`config.mk`:
```
export PLATFORM = sky130hd
export DESIGN_NAME = pll_reset_sequencer
export DESIGN_NICKNAME = d
export VERILOG_FILES = /design/src/rtl/pll_seq_pkg.sv /design/src/rtl/pll_reset_sequencer_sync_bit.sv /design/src/rtl/pll_reset_sequencer.sv
export SDC_FILE = /design/constraint.sdc
export NUM_CORES = 1
export LEC_CHECK = 0
export BUFFER_PORTS_ARGS = -buffer_cell sky130_fd_sc_hd__buf_2
export CELL_PAD_IN_SITES_DETAIL_PLACEMENT = 1
export CELL_PAD_IN_SITES_GLOBAL_PLACEMENT = 1
export CORE_MARGIN = 2
export CORE_UTILIZATION = 40
export CTS_CLUSTER_SIZE = 25
export DETAILED_ROUTE_END_ITERATION = 8
export PLACE_DENSITY_LB_ADDON = 0.08
export SLEW_MARGIN = 40
export SYNTH_ARGS = -nofsm -noshare
export SYNTH_HDL_FRONTEND = slang
export SYNTH_SLANG_ARGS = --single-unit
export TNS_END_PERCENT = 5
```
`constraint.sdc`:
```
create_clock -name clock -period 2.9 [get_ports clock]
set_clock_uncertainty 0.1 [all_clocks]
set_input_delay 0.435 -clock clock [delete_from_list [all_inputs] [get_ports clock]]
set_output_delay 0.435 -clock clock [all_outputs]
set_load 0.005 [all_outputs]
```
`src/rtl/pll_seq_pkg.sv`:
```
// pll_seq_pkg
// Shared definitions for the PLL reset sequencer:
//   seq_state_t  - sequencer FSM states
//   timer_width  - width of the shared sequencing timer for a set of limits
//   sat_inc      - saturating increment used by the status counters
`timescale 1ns/1ps

package pll_seq_pkg;

  typedef enum logic [1:0] {
    PLL_RESET = 2'd0,
    WAIT_LOCK = 2'd1,
    STABLE    = 2'd2,
    RUN       = 2'd3
  } seq_state_t;

  // One timer serves every state, so it is sized for the largest limit
  // plus one spare bit.
  function automatic int timer_width(input int a, input int b, input int c);
    int m;
    m = a;
    if (b > m) m = b;
    if (c > m) m = c;
    return $clog2(m) + 1;
  endfunction

  // Increment that sticks at the all-ones value of a width-bit counter.
  function automatic logic [31:0] sat_inc(input logic [31:0] value, input int width);
    logic [31:0] max_val;
    max_val = (32'd1 << width) - 32'd1;
    return (value >= max_val) ? max_val : value + 32'd1;
  endfunction

endpackage

```
`src/rtl/pll_reset_sequencer_sync_bit.sv`:
```
// sync_bit
// N-flop synchroniser for a single asynchronous level input. Reusable for
// any slow asynchronous status signal.
// Ports:
//   clock   - destination clock
//   reset_n - asynchronous active-low reset, clears every stage to 0
//   d       - asynchronous input
//   q       - synchronised output, N clocks of latency
`timescale 1ns/1ps

module sync_bit #(
  parameter int N = 2
) (
  input  logic clock,
  input  logic reset_n,
  input  logic d,
  output logic q
);

  // Fewer than two flops gives no metastability protection, so clamp.
  localparam int NS = (N < 2) ? 2 : N;

  logic [NS-1:0] stages;

  // Shift register: stage 0 samples the asynchronous input.
  always_ff @(posedge clock or negedge reset_n) begin
    if (!reset_n) begin
      stages <= '0;
    end else begin
      stages <= {stages[NS-2:0], d};
    end
  end

  assign q = stages[NS-1];

endmodule

```
`src/rtl/pll_reset_sequencer.sv`:
```
// pll_reset_sequencer
// Drives the ECP5 PLL RST pin and holds the PLL-domain system reset until
// the PLL has reported lock continuously for a qualification window. Lock
// loss re-arms the sequence; failure to lock within a timeout re-pulses
// the PLL reset.
// Ports:
//   clock           - 25 MHz board reference clock (same net as PLL clkin)
//   reset_n         - asynchronous active-low reset
//   pll_locked      - PLL LOCK output, asynchronous to clock
//   pll_rst         - PLL RST request, active-high
//   sys_reset       - active-high reset for logic on the PLL outputs
//   ready           - high exactly while the sequencer is in RUN
//   lock_loss_count - saturating count of RUN -> WAIT_LOCK transitions
//   retry_count     - saturating count of timeout-triggered PLL resets
// Build option:
//   PLL_RESET_SEQUENCER_STATUS_EN - when defined the two status counters
//   are implemented; otherwise both ports are tied to 0.
`timescale 1ns/1ps

module pll_reset_sequencer #(
  parameter int SYNC_STAGES   = 2,
  parameter int RST_CYCLES    = 16,
  parameter int STABLE_CYCLES = 1024,
  parameter int LOCK_TIMEOUT  = 65536,
  parameter int CNT_W         = 8
) (
  input  logic             clock,
  input  logic             reset_n,
  input  logic             pll_locked,
  output logic             pll_rst,
  output logic             sys_reset,
  output logic             ready,
  output logic [CNT_W-1:0] lock_loss_count,
  output logic [CNT_W-1:0] retry_count
);

  import pll_seq_pkg::*;

  localparam int TW = timer_width(RST_CYCLES, STABLE_CYCLES, LOCK_TIMEOUT);

  // Terminal timer values: each state exits on the cycle its timer
  // reaches limit-1, which makes the state last exactly 'limit' cycles.
  localparam logic [TW-1:0] RST_LAST    = TW'(RST_CYCLES - 1);
  localparam logic [TW-1:0] STABLE_LAST = TW'(STABLE_CYCLES - 1);
  localparam logic [TW-1:0] TO_LAST     = TW'(LOCK_TIMEOUT - 1);

  seq_state_t    state;
  logic [TW-1:0] timer;
  logic          lk;

  sync_bit #(
    .N(SYNC_STAGES)
  ) u_lock_sync (
    .clock  (clock),
    .reset_n(reset_n),
    .d      (pll_locked),
    .q      (lk)
  );

  // Sequencer FSM. Outputs are registered and updated on the same edge as
  // the state change, so they always reflect the state being entered.
  always_ff @(posedge clock or negedge reset_n) begin
    if (!reset_n) begin
      state     <= PLL_RESET;
      timer     <= '0;
      pll_rst   <= 1'b1;
      sys_reset <= 1'b1;
      ready     <= 1'b0;
    end else begin
      case (state)
        PLL_RESET: begin
          if (timer == RST_LAST) begin
            state   <= WAIT_LOCK;
            timer   <= '0;
            pll_rst <= 1'b0;
          end else begin
            timer <= timer + TW'(1);
          end
        end
        // Lock is checked before the timeout so a lock that arrives on
        // the final cycle is still accepted.
        WAIT_LOCK: begin
          if (lk) begin
            state <= STABLE;
            timer <= '0;
          end else if (timer == TO_LAST) begin
            state   <= PLL_RESET;
            timer   <= '0;
            pll_rst <= 1'b1;
          end else begin
            timer <= timer + TW'(1);
          end
        end
        // Any dropout during qualification restarts the wait; it is not
        // reported as a lock loss because the design was never released.
        STABLE: begin
          if (!lk) begin
            state <= WAIT_LOCK;
            timer <= '0;
          end else if (timer == STABLE_LAST) begin
            state     <= RUN;
            timer     <= '0;
            sys_reset <= 1'b0;
            ready     <= 1'b1;
          end else begin
            timer <= timer + TW'(1);
          end
        end
        RUN: begin
          if (!lk) begin
            state     <= WAIT_LOCK;
            timer     <= '0;
            sys_reset <= 1'b1;
            ready     <= 1'b0;
          end
        end
        default: begin
          state     <= PLL_RESET;
          timer     <= '0;
          pll_rst   <= 1'b1;
          sys_reset <= 1'b1;
          ready     <= 1'b0;
        end
      endcase
    end
  end

`ifdef PLL_RESET_SEQUENCER_STATUS_EN
  logic loss_event;
  logic retry_event;

  // Events mirror the FSM transitions that leave RUN on lock loss and
  // leave WAIT_LOCK on timeout.
  assign loss_event  = (state == RUN) && !lk;
  assign retry_event = (state == WAIT_LOCK) && !lk && (timer == TO_LAST);

  // Status counters saturate rather than wrap so a large count stays
  // meaningful.
  always_ff @(posedge clock or negedge reset_n) begin
    if (!reset_n) begin
      lock_loss_count <= '0;
      retry_count     <= '0;
    end else begin
      if (loss_event) begin
        lock_loss_count <= CNT_W'(sat_inc(32'(lock_loss_count), CNT_W));
      end
      if (retry_event) begin
        retry_count <= CNT_W'(sat_inc(32'(retry_count), CNT_W));
      end
    end
  end
`else
  assign lock_loss_count = '0;
  assign retry_count     = '0;
`endif

endmodule

```
Word level (Yosys, flattened, before mapping)
Cells that the tools add are included.
Widths: inputs -> output; s select.
- bits in registers: 24
- output and inout port bits: 19
- word-level logic and storage cells: 53
- add/subtract/negate cells: 1
- equal/unequal tests: 14
- mux-type cells: 26
- reductions and logical operators: 6
- operators with widths (cell ; count):
    $mux 17 ; 6
    $pmux 17 s4 ; 1
    $add 17x1->17 const B ; 1
    $eq 17x10->1 const B ; 1
    $eq 17x16->1 const B ; 1
    $eq 17x4->1 const B ; 1
    $mux 2 ; 6
    $reduce_and 4->1 ; 3
    $ne 2x2->1 const B ; 5
    $mux 1 ; 9
    $pmux 2 s4 ; 1
    $pmux 1 s2 ; 3
    $eq 2x2->1 const B ; 2
    $reduce_bool 2->1 ; 2
    $ne 3x2->1 const B ; 1
    $ne 3x3->1 const B ; 1
    $eq 2x1->1 const B ; 1
    $logic_not 2->1 ; 1
    $ne 2x1->1 const B ; 1

Longest topological paths before layout
Gate-level depths: netlist of the first run.
- depth in word-level cells: 4
- mapped depth: 12
- gate-level depth less buffers: 10

Cells and area by module
From an unflattened synthesis of the first run, not the netlist that was laid out.
- cell total of the unflattened synthesis: 157
- area total of the unflattened synthesis: 1495.2 um2
- by module, submodules not included (module ; instances ; cells each ; area an instance (um2)):
    pll_reset_sequencer ; 1 ; 155 ; 1445.1
    sync_bit ; 1 ; 2 ; 50.0

Worst setup path after synthesis of the first run
Ideal clock, no wire load.
- path type: flip-flop to flip-flop
- from: register timer[0]
- to: register timer[10]
- setup time: 0.071 ns
- data arrival time: 2.169 ns
- data required time: 2.729 ns
- path slack: 0.560 ns
- cell stages (with the launch flop): 13
- path buffers: 2
- clock period less this slack: 2.340 ns
- path through: dfrtp_1 -> ha_1 -> and2_1 -> clkbuf_2 -> nand3_1 -> inv_1 -> ha_1 -> nor3b_1 -> nor2b_1 -> a211o_1 -> nor2b_4 -> buf_6 -> nor2_1
- word-level cells in the longest chain between the ends: 4
- ends and longest elaborated chain (what ; line ; text):
    from (decl) ; pll_reset_sequencer.sv:48 ; logic [TW-1:0] timer;
    from (signal assigned) ; pll_reset_sequencer.sv:77 ; timer <= timer + TW'(1);
    from (signal assigned) ; pll_reset_sequencer.sv:91 ; timer <= timer + TW'(1);
    from (signal assigned) ; pll_reset_sequencer.sv:106 ; timer <= timer + TW'(1);
    $add 17x1->17 (tied with other cells) ; pll_reset_sequencer.sv:77, pll_reset_sequencer.sv:91, pll_reset_sequencer.sv:106 ;
    $mux 17 (on tied branches) ; pll_reset_sequencer.sv:100, pll_reset_sequencer.sv:86 ;
    $mux 17 (on tied branches) ; pll_reset_sequencer.sv:97, pll_reset_sequencer.sv:83 ;
    $pmux 17 s4 * ; pll_reset_sequencer.sv:70 ; case (state)
Mark *: on every way between the ends. The rest lies on a longest branch, timed or not.
A chain may end at the register's enable or synchronous reset.

Final worst setup path of the first run
- from: register timer[0]
- to: register timer[0]
The elaborated chain is that of the path after synthesis.

==> impl_summary.txt, run 1 <==
----------------------------------------------------
[Status]
  Result of the run ... completed

[Setup path]
  Cell type group with the largest total delay on the critical path ... simple AND/OR/NAND/NOR gates
  Launching instance or port of the critical path ... timer[0]
  Kind of capture point of the worst setup path ... register
  Worst R2R Path Depth ... 10
  Worst EP required ... 3.01 ns
  Crit path largest cell delay ... 0.42 ns
  Reg-to-reg critical path endpoint ... timer[0]
  Crit path launch type ... register
  Buffers & Inverters on Critical Path ... 1
  Most Frequent Cell on Critical Path ... sky130_fd_sc_hd__ha_1
  R2R setup slack ... 0.42 ns
  Worst EP arrival ... 2.59 ns
  Biggest fanout along the worst timing path ... 8
  Worst setup path class ... register to register
  Total stage count of the critical path ... 10
  Sequence of cells on the critical path ... ha_1 > and2_1 > nand3_1 > inv_1 > ha_1 > nor3b_1 > nor2b_1 > a211o_1 > a211oi_1 > a21o_1
  Highest-delay cell along the critical path ... sky130_fd_sc_hd__dfrtp_1
  Origin of the critical flop-to-flop path ... timer[0]
  Timing endpoint of the critical path ... timer[0]

[Floorplan]
  Initial core utilization ... 41.4%
  Std-Cell Rows ... 22
  Die Wd ... 65.3 um
  Boundary Pins ... 22
  Core outline area ... 3630 um^2
  Floorplan die area ... 4270 um^2
  Die Y-Extent ... 65.3 um

[Route]
  Starting DRC count in detailed routing ... 23
  Final routed DRC violation total ... 0
  Via-per-instance ratio ... 4.92
  Total wire length ... 3.04 mm
  Count of TritonRoute iterations in the first routing pass ... 3
  DR vias ... 1048
  Per-cell routed wire length ... 14.3 um
  DRT antenna net count ... 0

[Run]
  Max-cap violations ... 0

[Global routing]
  Pin count of the biggest net entering global routing ... 25
  Antenna violations before repair ... 0
  Overflow after GRT ... 0
  First-pass GRT wire length ... 5.32 mm
  Overall Global Routing Usage ... 16.3%
  Number of global-route vias before repair ... 1102

[Placement]
  Input/output buffers ... 5
  Routability cong. ... 0.803
  Placed cell count ... 209
  Half-perimeter wire length after detailed placement ... 2.30 mm

[Timing]
  Setup violation total in the final timing report ... 0
  Final hold violations ... 0
  Upper clock frequency limit ... 404 MHz
  Setup repair after global routing missed its margin ... no
  Relative slew slack ... 63.5%
  Post-layout minimum cycle time ... 2.48 ns
  Worst Max-Slew Pin Slew ... 0.548 ns
  Final setup TNS ... 0 ns
  Total count of max-transition violations in the final report ... 0
  WHS ... 0.0427 ns
  Period Utilization, post-route ... 85.5%

[CTS]
  Post-cts sizing count ... 0
  Hold-fix buffer count after cts ... 0
  Clock Tree Buf Depth ... 2
  Post-CTS Setup Repair Bufs ... 0
  # clock sinks ... 24
  TritonCTS clock tree ... built
  H-tree depth reported by CTS ... 1
  Root Buffer Master ... sky130_fd_sc_hd__clkbuf_8
  TritonCTS Buffers ... 3
  Clock latency at the later pin of the worst-skew pair ... 0.27 ns
  Clock input transition at the sequential cells of the worst setup and hold paths ... 0.09 ns

[Yosys]
  Synthesis-stage register bit count ... 24
  Number of instances in the synthesized netlist ... 160
  Mean area per synthesized cell ... 9.41 um^2
  Yosys cell types ... 36
  Netlist area before placement ... 1510 um^2
  Total number of yosys warnings ... 0
  Sequential-to-total area share from yosys stat ... 40.1%

[Final layout]
  Count of placed standard cells in the final layout, fillers left out ... 213
  Util after Layout ... 43.4%
  Layout area overhead ... 4.65%
  Share of cells above drive strength 1 ... 11.5%
  Net count of the finished layout ... 177
  Ant. Diodes ... 0

[Power and ir drop]
  Maximum VDD drop ... 0.289 mV
  Total power per unit cell area ... 665 nW/um^2
  Leak Pwr ... 0.741 nW

[Worst hold path]
  Kind of path behind the tightest hold check ... primary input to asynchronous set/reset pin

----------------------------------------------------
cell type report:
class	instances	area, um^2
Inverter	7	26.3
Fill cell	447	2060
Timing Repair Buffer	7	40.0
Clock buffer	3	41.3
Multi-Input combinational cell	123	774
Clock inverter	1	30.0
Tap cell	48	60.1
Sequential cell	24	603
power by group:
group	internal [mW]	total [mW]	switching, mW
logic	0.122	0.342	0.220
registers	0.375	0.411	0.0359
clock network	0.184	0.294	0.110
sequential cells by signal, indices dropped and copies added (netlist names):
| signal | flops |
|---|---|
| pll_rst | 1 |
| ready | 1 |
| sys_reset | 1 |
| timer | 17 |
| state | 2 |
| u_lock_sync.stages | 2 |
cells in the final DEF (no fill, tap or decap), types with 3 or more instances in the layout:
master                     instances
sky130_fd_sc_hd__a21oi_1           6
sky130_fd_sc_hd__and3_1            5
sky130_fd_sc_hd__and4_1            3
sky130_fd_sc_hd__buf_2             5
sky130_fd_sc_hd__clkbuf_8          3
sky130_fd_sc_hd__conb_1           16
sky130_fd_sc_hd__dfrtp_1          22
sky130_fd_sc_hd__ha_1              8
sky130_fd_sc_hd__inv_1             7
sky130_fd_sc_hd__nand2_1          11
sky130_fd_sc_hd__nand3_1           7
sky130_fd_sc_hd__nand4_1           6
sky130_fd_sc_hd__nor2_1           20
sky130_fd_sc_hd__o21ai_0           4
sky130_fd_sc_hd__xnor2_1           5
sky130_fd_sc_hd__xor2_1            9
how the worst min path moves through the flow:
stage,endpoint,cells past startpoint
4_1_cts,ready,1
2_1_floorplan,ready,0
5_1_grt,ready,1
3_5_place_dp,u_lock_sync.stages[1],0
6_report,ready,1
3_3_place_gp,u_lock_sync.stages[1],0
stage by stage:
step / instance area [um^2] / power, mW / setup WS, ns
4_1_cts: 1580 / 1.07 / 0.404
2_1_floorplan: 1560 / 0.712 / 0.560
3_3_place_gp: 1500 / 0.755 / 0.531
5_1_grt: 1580 / 1.14 / 0.155
3_5_place_dp: 1500 / 0.766 / 0.433
6_report: 1580 / 1.05 / 0.422
Yosys cell counts:
master	count	share of area, %
sky130_fd_sc_hd__o211ai_1	1	0.50
sky130_fd_sc_hd__nand2_1	11	2.7
sky130_fd_sc_hd__a21oi_2	1	0.58
sky130_fd_sc_hd__xnor2_1	5	2.9
sky130_fd_sc_hd__buf_2	2	0.67
sky130_fd_sc_hd__inv_1	7	1.7
sky130_fd_sc_hd__a21oi_1	6	2.0
sky130_fd_sc_hd__nor2b_1	2	0.83
sky130_fd_sc_hd__o311ai_0	1	0.58
sky130_fd_sc_hd__buf_6	2	1.5
sky130_fd_sc_hd__and4_4	2	1.5
sky130_fd_sc_hd__xor2_1	9	5.2
sky130_fd_sc_hd__nor2_2	1	0.42
sky130_fd_sc_hd__and2_1	2	0.83
sky130_fd_sc_hd__a211oi_1	2	1.0
sky130_fd_sc_hd__dfrtp_1	22	37
sky130_fd_sc_hd__dfstp_2	2	3.5
sky130_fd_sc_hd__nand4_1	6	2.5
sky130_fd_sc_hd__nand3_1	7	2.3
sky130_fd_sc_hd__nor3b_1	1	0.50
sky130_fd_sc_hd__a31oi_1	1	0.42
sky130_fd_sc_hd__and3_1	5	2.1
sky130_fd_sc_hd__buf_4	16	8.0
sky130_fd_sc_hd__nor2_1	20	5.0
sky130_fd_sc_hd__a21o_1	1	0.50
sky130_fd_sc_hd__nor2b_4	1	0.91
sky130_fd_sc_hd__ha_1	8	6.7
sky130_fd_sc_hd__clkbuf_2	1	0.33
sky130_fd_sc_hd__a211o_1	1	0.58
sky130_fd_sc_hd__mux2i_1	2	1.3
sky130_fd_sc_hd__conb_1	1	0.25
sky130_fd_sc_hd__and4_1	3	1.7
sky130_fd_sc_hd__nor4_4	1	1.4
sky130_fd_sc_hd__nor3_1	2	0.67
sky130_fd_sc_hd__o21ai_0	4	1.3
sky130_fd_sc_hd__nor4_1	1	0.42
logic make-up after synthesis:
group | synth area share, %
other cells | 0.249
flops | 40.1
simple gates | 23.9
fa+ha+maj | 6.65
buf+inv | 12.2
mux | 1.33
xor+xnor | 8.15
compound gates | 7.48
per-layer routing:
layer	wire length (um)	up-vias	track usage, %
met4	23	0	4.69
met5	0	-	0
met2	1430	12	26.1
met1	1520	515	22.4
li1	-	519	-
met3	67	2	3.08
(Power assumes the default switching activity.)
==> run 2: changes to the inputs <==
ABC_AREA = 1   (was not set)
CAP_MARGIN = 25   (was not set)
GPL_TIMING_DRIVEN = 1   (was not set)
==> run 2 against run 1 <==
  * Area after synthesis up 9.3%
  * Hold slack is essentially flat
  * Critical path type unchanged
  * Synthesized cell count grew 33%
  * Critical endpoint is now timer[6]
  * Largest cell class unchanged
==> impl_summary.txt, run 2 <==
----------------------------------------------------
[Global routing]
  Pin count of the biggest net entering global routing ... 25 (unchanged)
  Met1 track demand over resource ... 23.2% (was 22.4%)
  Number of global-route vias before repair ... 1298 (was 1102)
  First-pass GRT wire length ... 5.91 mm (was 5.32 mm)
  Overflow after GRT ... 0 (unchanged)
  Highest-utilization routing layer at the global route stage ... met2 (unchanged)
  Overall Global Routing Usage ... 17.2% (was 16.3%)
  Met2 usage in global routing ... 27.9% (was 26.1%)
  Met3 Use GR ... 2.47% (was 3.08%)
  Antenna violations before repair ... 0 (unchanged)

[Timing]
  Setup violation total in the final timing report ... 0 (unchanged)
  Post-layout minimum cycle time ... 2.55 ns (was 2.48 ns)
  Total count of max-transition violations in the final report ... 0 (unchanged)
  Relative slew slack ... 63.2% (was 63.5%)
  Upper clock frequency limit ... 393 MHz (was 404 MHz)
  Period Utilization, post-route ... 87.8% (was 85.5%)
  Setup repair after global routing missed its margin ... no (unchanged)
  Final hold violations ... 0 (unchanged)
  Final setup TNS ... 0 ns (unchanged)
  Worst Max-Slew Pin Slew ... 0.552 ns (was 0.548 ns)

[Final layout]
  Net count of the finished layout ... 233 (was 177)
  Registers with the most flip-flops ... timer (17), state (2), u_lock_sync.stages (2) (unchanged)
  Layout area overhead ... 4.33% (was 4.65%)
  Ant. Diodes ... 0 (unchanged)
  Commonest non-fill, non-tap cells in the layout ... sky130_fd_sc_hd__nand2_1 (45), sky130_fd_sc_hd__nor2_1 (28), sky130_fd_sc_hd__inv_1 (27) (was sky130_fd_sc_hd__dfrtp_1 (22), sky130_fd_sc_hd__nor2_1 (20), sky130_fd_sc_hd__conb_1 (16))
  Share of cells above drive strength 1 ... 16.3% (was 11.5%)
  Most common cell after layout, fill and taps aside ... sky130_fd_sc_hd__nand2_1 (was sky130_fd_sc_hd__dfrtp_1)
  Number of flip-flops under the largest register name ... 17 (unchanged)
  Register bank with the most flops ... timer (unchanged)
  Count of placed standard cells in the final layout, fillers left out ... 271 (was 213)

[Setup path]
  Crit path launch type ... register (unchanged)
  R2R setup slack ... 0.35 ns (was 0.42 ns)
  Worst EP arrival ... 2.61 ns (was 2.59 ns)
  Worst setup path class ... register to register (unchanged)
  Kind of capture point of the worst setup path ... register (unchanged)
  Biggest fanout along the worst timing path ... 10 (was 8)
  Worst EP required ... 2.96 ns (was 3.01 ns)

[Placement]
  Half-perimeter wire length after detailed placement ... 2.83 mm (was 2.30 mm)
  Input/output buffers ... 5 (unchanged)
  Routability cong. ... 0.879 (was 0.803)
  Placed cell count ... 267 (was 209)

[CTS]
  Clock Tree Buf Depth ... 2 (unchanged)
  Root Buffer Master ... sky130_fd_sc_hd__clkbuf_8 (unchanged)
  Post-cts sizing count ... 0 (unchanged)
  # clock sinks ... 24 (unchanged)
  Hold-fix buffer count after cts ... 0 (unchanged)
  Post-CTS Setup Repair Bufs ... 0 (unchanged)
  TritonCTS clock tree ... built (unchanged)
  TritonCTS Buffers ... 3 (unchanged)
  Clock input transition at the sequential cells of the worst setup and hold paths ... 0.09 ns (about the same)
  Clock latency at the later pin of the worst-skew pair ... 0.27 ns (about the same)
  H-tree depth reported by CTS ... 1 (unchanged)

[Run]
  Max-cap violations ... 0 (unchanged)

[Yosys]
  Total number of yosys warnings ... 0 (unchanged)
  Synthesis-stage register bit count ... 24 (unchanged)
  Most numerous cell in the Yosys netlist ... sky130_fd_sc_hd__nand2_1 (was sky130_fd_sc_hd__dfrtp_1)
  Top cells by area in the synthesized netlist ... sky130_fd_sc_hd__dfrtp_1 (33%), sky130_fd_sc_hd__nand2_1 (10%), sky130_fd_sc_hd__buf_4 (7.3%) (was sky130_fd_sc_hd__dfrtp_1 (37%), sky130_fd_sc_hd__buf_4 (8.0%), sky130_fd_sc_hd__ha_1 (6.7%))
  Number of enable flip-flop cells after synthesis ... 0 (unchanged)
  Sequential-to-total area share from yosys stat ... 36.7% (was 40.1%)
  Proportion of synthesized flip-flops having asynchronous set or reset ... 100% (unchanged)
  Yosys cell types ... 25 (was 36)
  Netlist area before placement ... 1650 um^2 (was 1510 um^2)
  Area share of the largest cell type after synthesis ... 33.5% (was 36.6%)
  Number of instances in the synthesized netlist ... 213 (was 160)
  Dominant register cell in the synthesized netlist ... sky130_fd_sc_hd__dfrtp_1 (unchanged)
  Leading area contributor after synthesis ... sky130_fd_sc_hd__dfrtp_1 (unchanged)
  Mean area per synthesized cell ... 7.72 um^2 (was 9.41 um^2)
  Ranking of synthesized cells by instance count ... sky130_fd_sc_hd__nand2_1 (45), sky130_fd_sc_hd__nor2_1 (28), sky130_fd_sc_hd__inv_1 (27) (was sky130_fd_sc_hd__dfrtp_1 (22), sky130_fd_sc_hd__nor2_1 (20), sky130_fd_sc_hd__buf_4 (16))

[Floorplan]
  Initial core utilization ... 41.4% (about the same)
  Floorplan die area ... 4640 um^2 (was 4270 um^2)
  Core outline area ... 3970 um^2 (was 3630 um^2)
  Std-Cell Rows ... 23 (was 22)
  Boundary Pins ... 22 (unchanged)
  Die Y-Extent ... 68.1 um (was 65.3 um)
  Die Wd ... 68.1 um (was 65.3 um)

[Route]
  Final routed DRC violation total ... 0 (unchanged)
  Per-cell routed wire length ... 13.0 um (was 14.3 um)
  DRT antenna net count ... 0 (unchanged)
  Starting DRC count in detailed routing ... 32 (was 23)
  Count of TritonRoute iterations in the first routing pass ... 4 (was 3)
  Via-per-instance ratio ... 4.59 (was 4.92)
  DR vias ... 1244 (was 1048)
  Total wire length ... 3.52 mm (was 3.04 mm)

[Power and ir drop]
  Maximum VDD drop ... 0.294 mV (was 0.289 mV)
  Leak Pwr ... 0.893 nW (was 0.741 nW)
  Total power per unit cell area ... 691 nW/um^2 (was 665 nW/um^2)

[Worst hold path]
  Kind of path behind the tightest hold check ... primary input to asynchronous set/reset pin (unchanged)

[Status]
  Result of the run ... completed (unchanged)

----------------------------------------------------
[run 2: cell count changes after synthesis, moves of 4 or more]
| cell | change |
|---|---|
| sky130_fd_sc_hd__o21ai_0 | +4 |
| sky130_fd_sc_hd__inv_1 | +20 |
| sky130_fd_sc_hd__and3_1 | -5 |
| sky130_fd_sc_hd__nand2_1 | +34 |
| sky130_fd_sc_hd__nor2_1 | +8 |
| sky130_fd_sc_hd__a21oi_1 | -5 |
| sky130_fd_sc_hd__nor2_2 | +10 |
[run 2: cell type report]
cell class                 instances  area, um^2
sequential                        24         603
fill                             505        2250
timing repair buffer               6        32.5
clock buffer                       4        55.1
tap                               50        62.6
inverter                          29         109
multi-input combinational        158         855
[run 2: kinds of logic (layout without fill, tap and decap cells)]
logic type	count (synthesis)	count (layout)	synth area share, %
other cells	1	16	0.228
simple gates	113	113	32.7
buf+inv	46	39	14.8
compound gates	11	11	4.18
flops	24	24	36.7
fa+ha+maj	8	8	6.08
xor+xnor	10	10	5.32
[run 2: report_power, final]
part           total, mW  switching [mW]  internal, mW
registers          0.448          0.0497         0.398
clock network      0.235           0.114         0.121
logic              0.503           0.333         0.170
total               1.19           0.496         0.690
[run 2: worst max-delay path, cell delays in order (launching register included)]
cell,delay (ns)
sky130_fd_sc_hd__dfrtp_1,0.39
sky130_fd_sc_hd__ha_1,0.18
sky130_fd_sc_hd__nand2_1,0.07
sky130_fd_sc_hd__inv_2,0.08
sky130_fd_sc_hd__nand2_4,0.06
sky130_fd_sc_hd__nor2_4,0.16
sky130_fd_sc_hd__nand2_1,0.09
sky130_fd_sc_hd__nor3_1,0.25
sky130_fd_sc_hd__ha_1,0.21
sky130_fd_sc_hd__or2_2,0.11
sky130_fd_sc_hd__nor2_1,0.04
sky130_fd_sc_hd__inv_1,0.11
sky130_fd_sc_hd__nand2_4,0.08
sky130_fd_sc_hd__a21oi_4,0.21
sky130_fd_sc_hd__buf_4,0.25
sky130_fd_sc_hd__nor2_1,0.07
[run 2: worst paths after layout]
check	start	end	cells past startpoint
min in group clock	pll_locked	u_lock_sync.stages[0]	1
max in group asynchronous	reset_n	sys_reset	1
setup reg to reg	timer[0]	timer[6]	15
setup / recovery	timer[0]	timer[6]	15
hold reg to reg	u_lock_sync.stages[0]	u_lock_sync.stages[1]	0
hold / removal	reset_n	timer[13]	1
[run 2: metal layers]
| layer | vias up | wire length (um) |
|---|---|---|
| li1 | 638 | - |
| met1 | 596 | 1740 |
| met2 | 8 | 1710 |
| met3 | 2 | 49 |
| met4 | 0 | 25 |
| met5 | - | 0 |
[run 2: per-stage QoR]
step                hold WS [ns]  utilization [%]  instance area [um^2]  worst slack [ns]  power [mW]
floorplan                 0.0394                -                  1700             0.740       0.871
global placement           0.233             41.8                  1660             0.515       0.950
detailed placement         0.236             41.8                  1660             0.342       0.968
CTS                       0.0641             43.2                  1720             0.320        1.21
global route              0.0727             43.2                  1720             0.107        1.30
finish                    0.0425             43.2                  1720             0.353        1.19
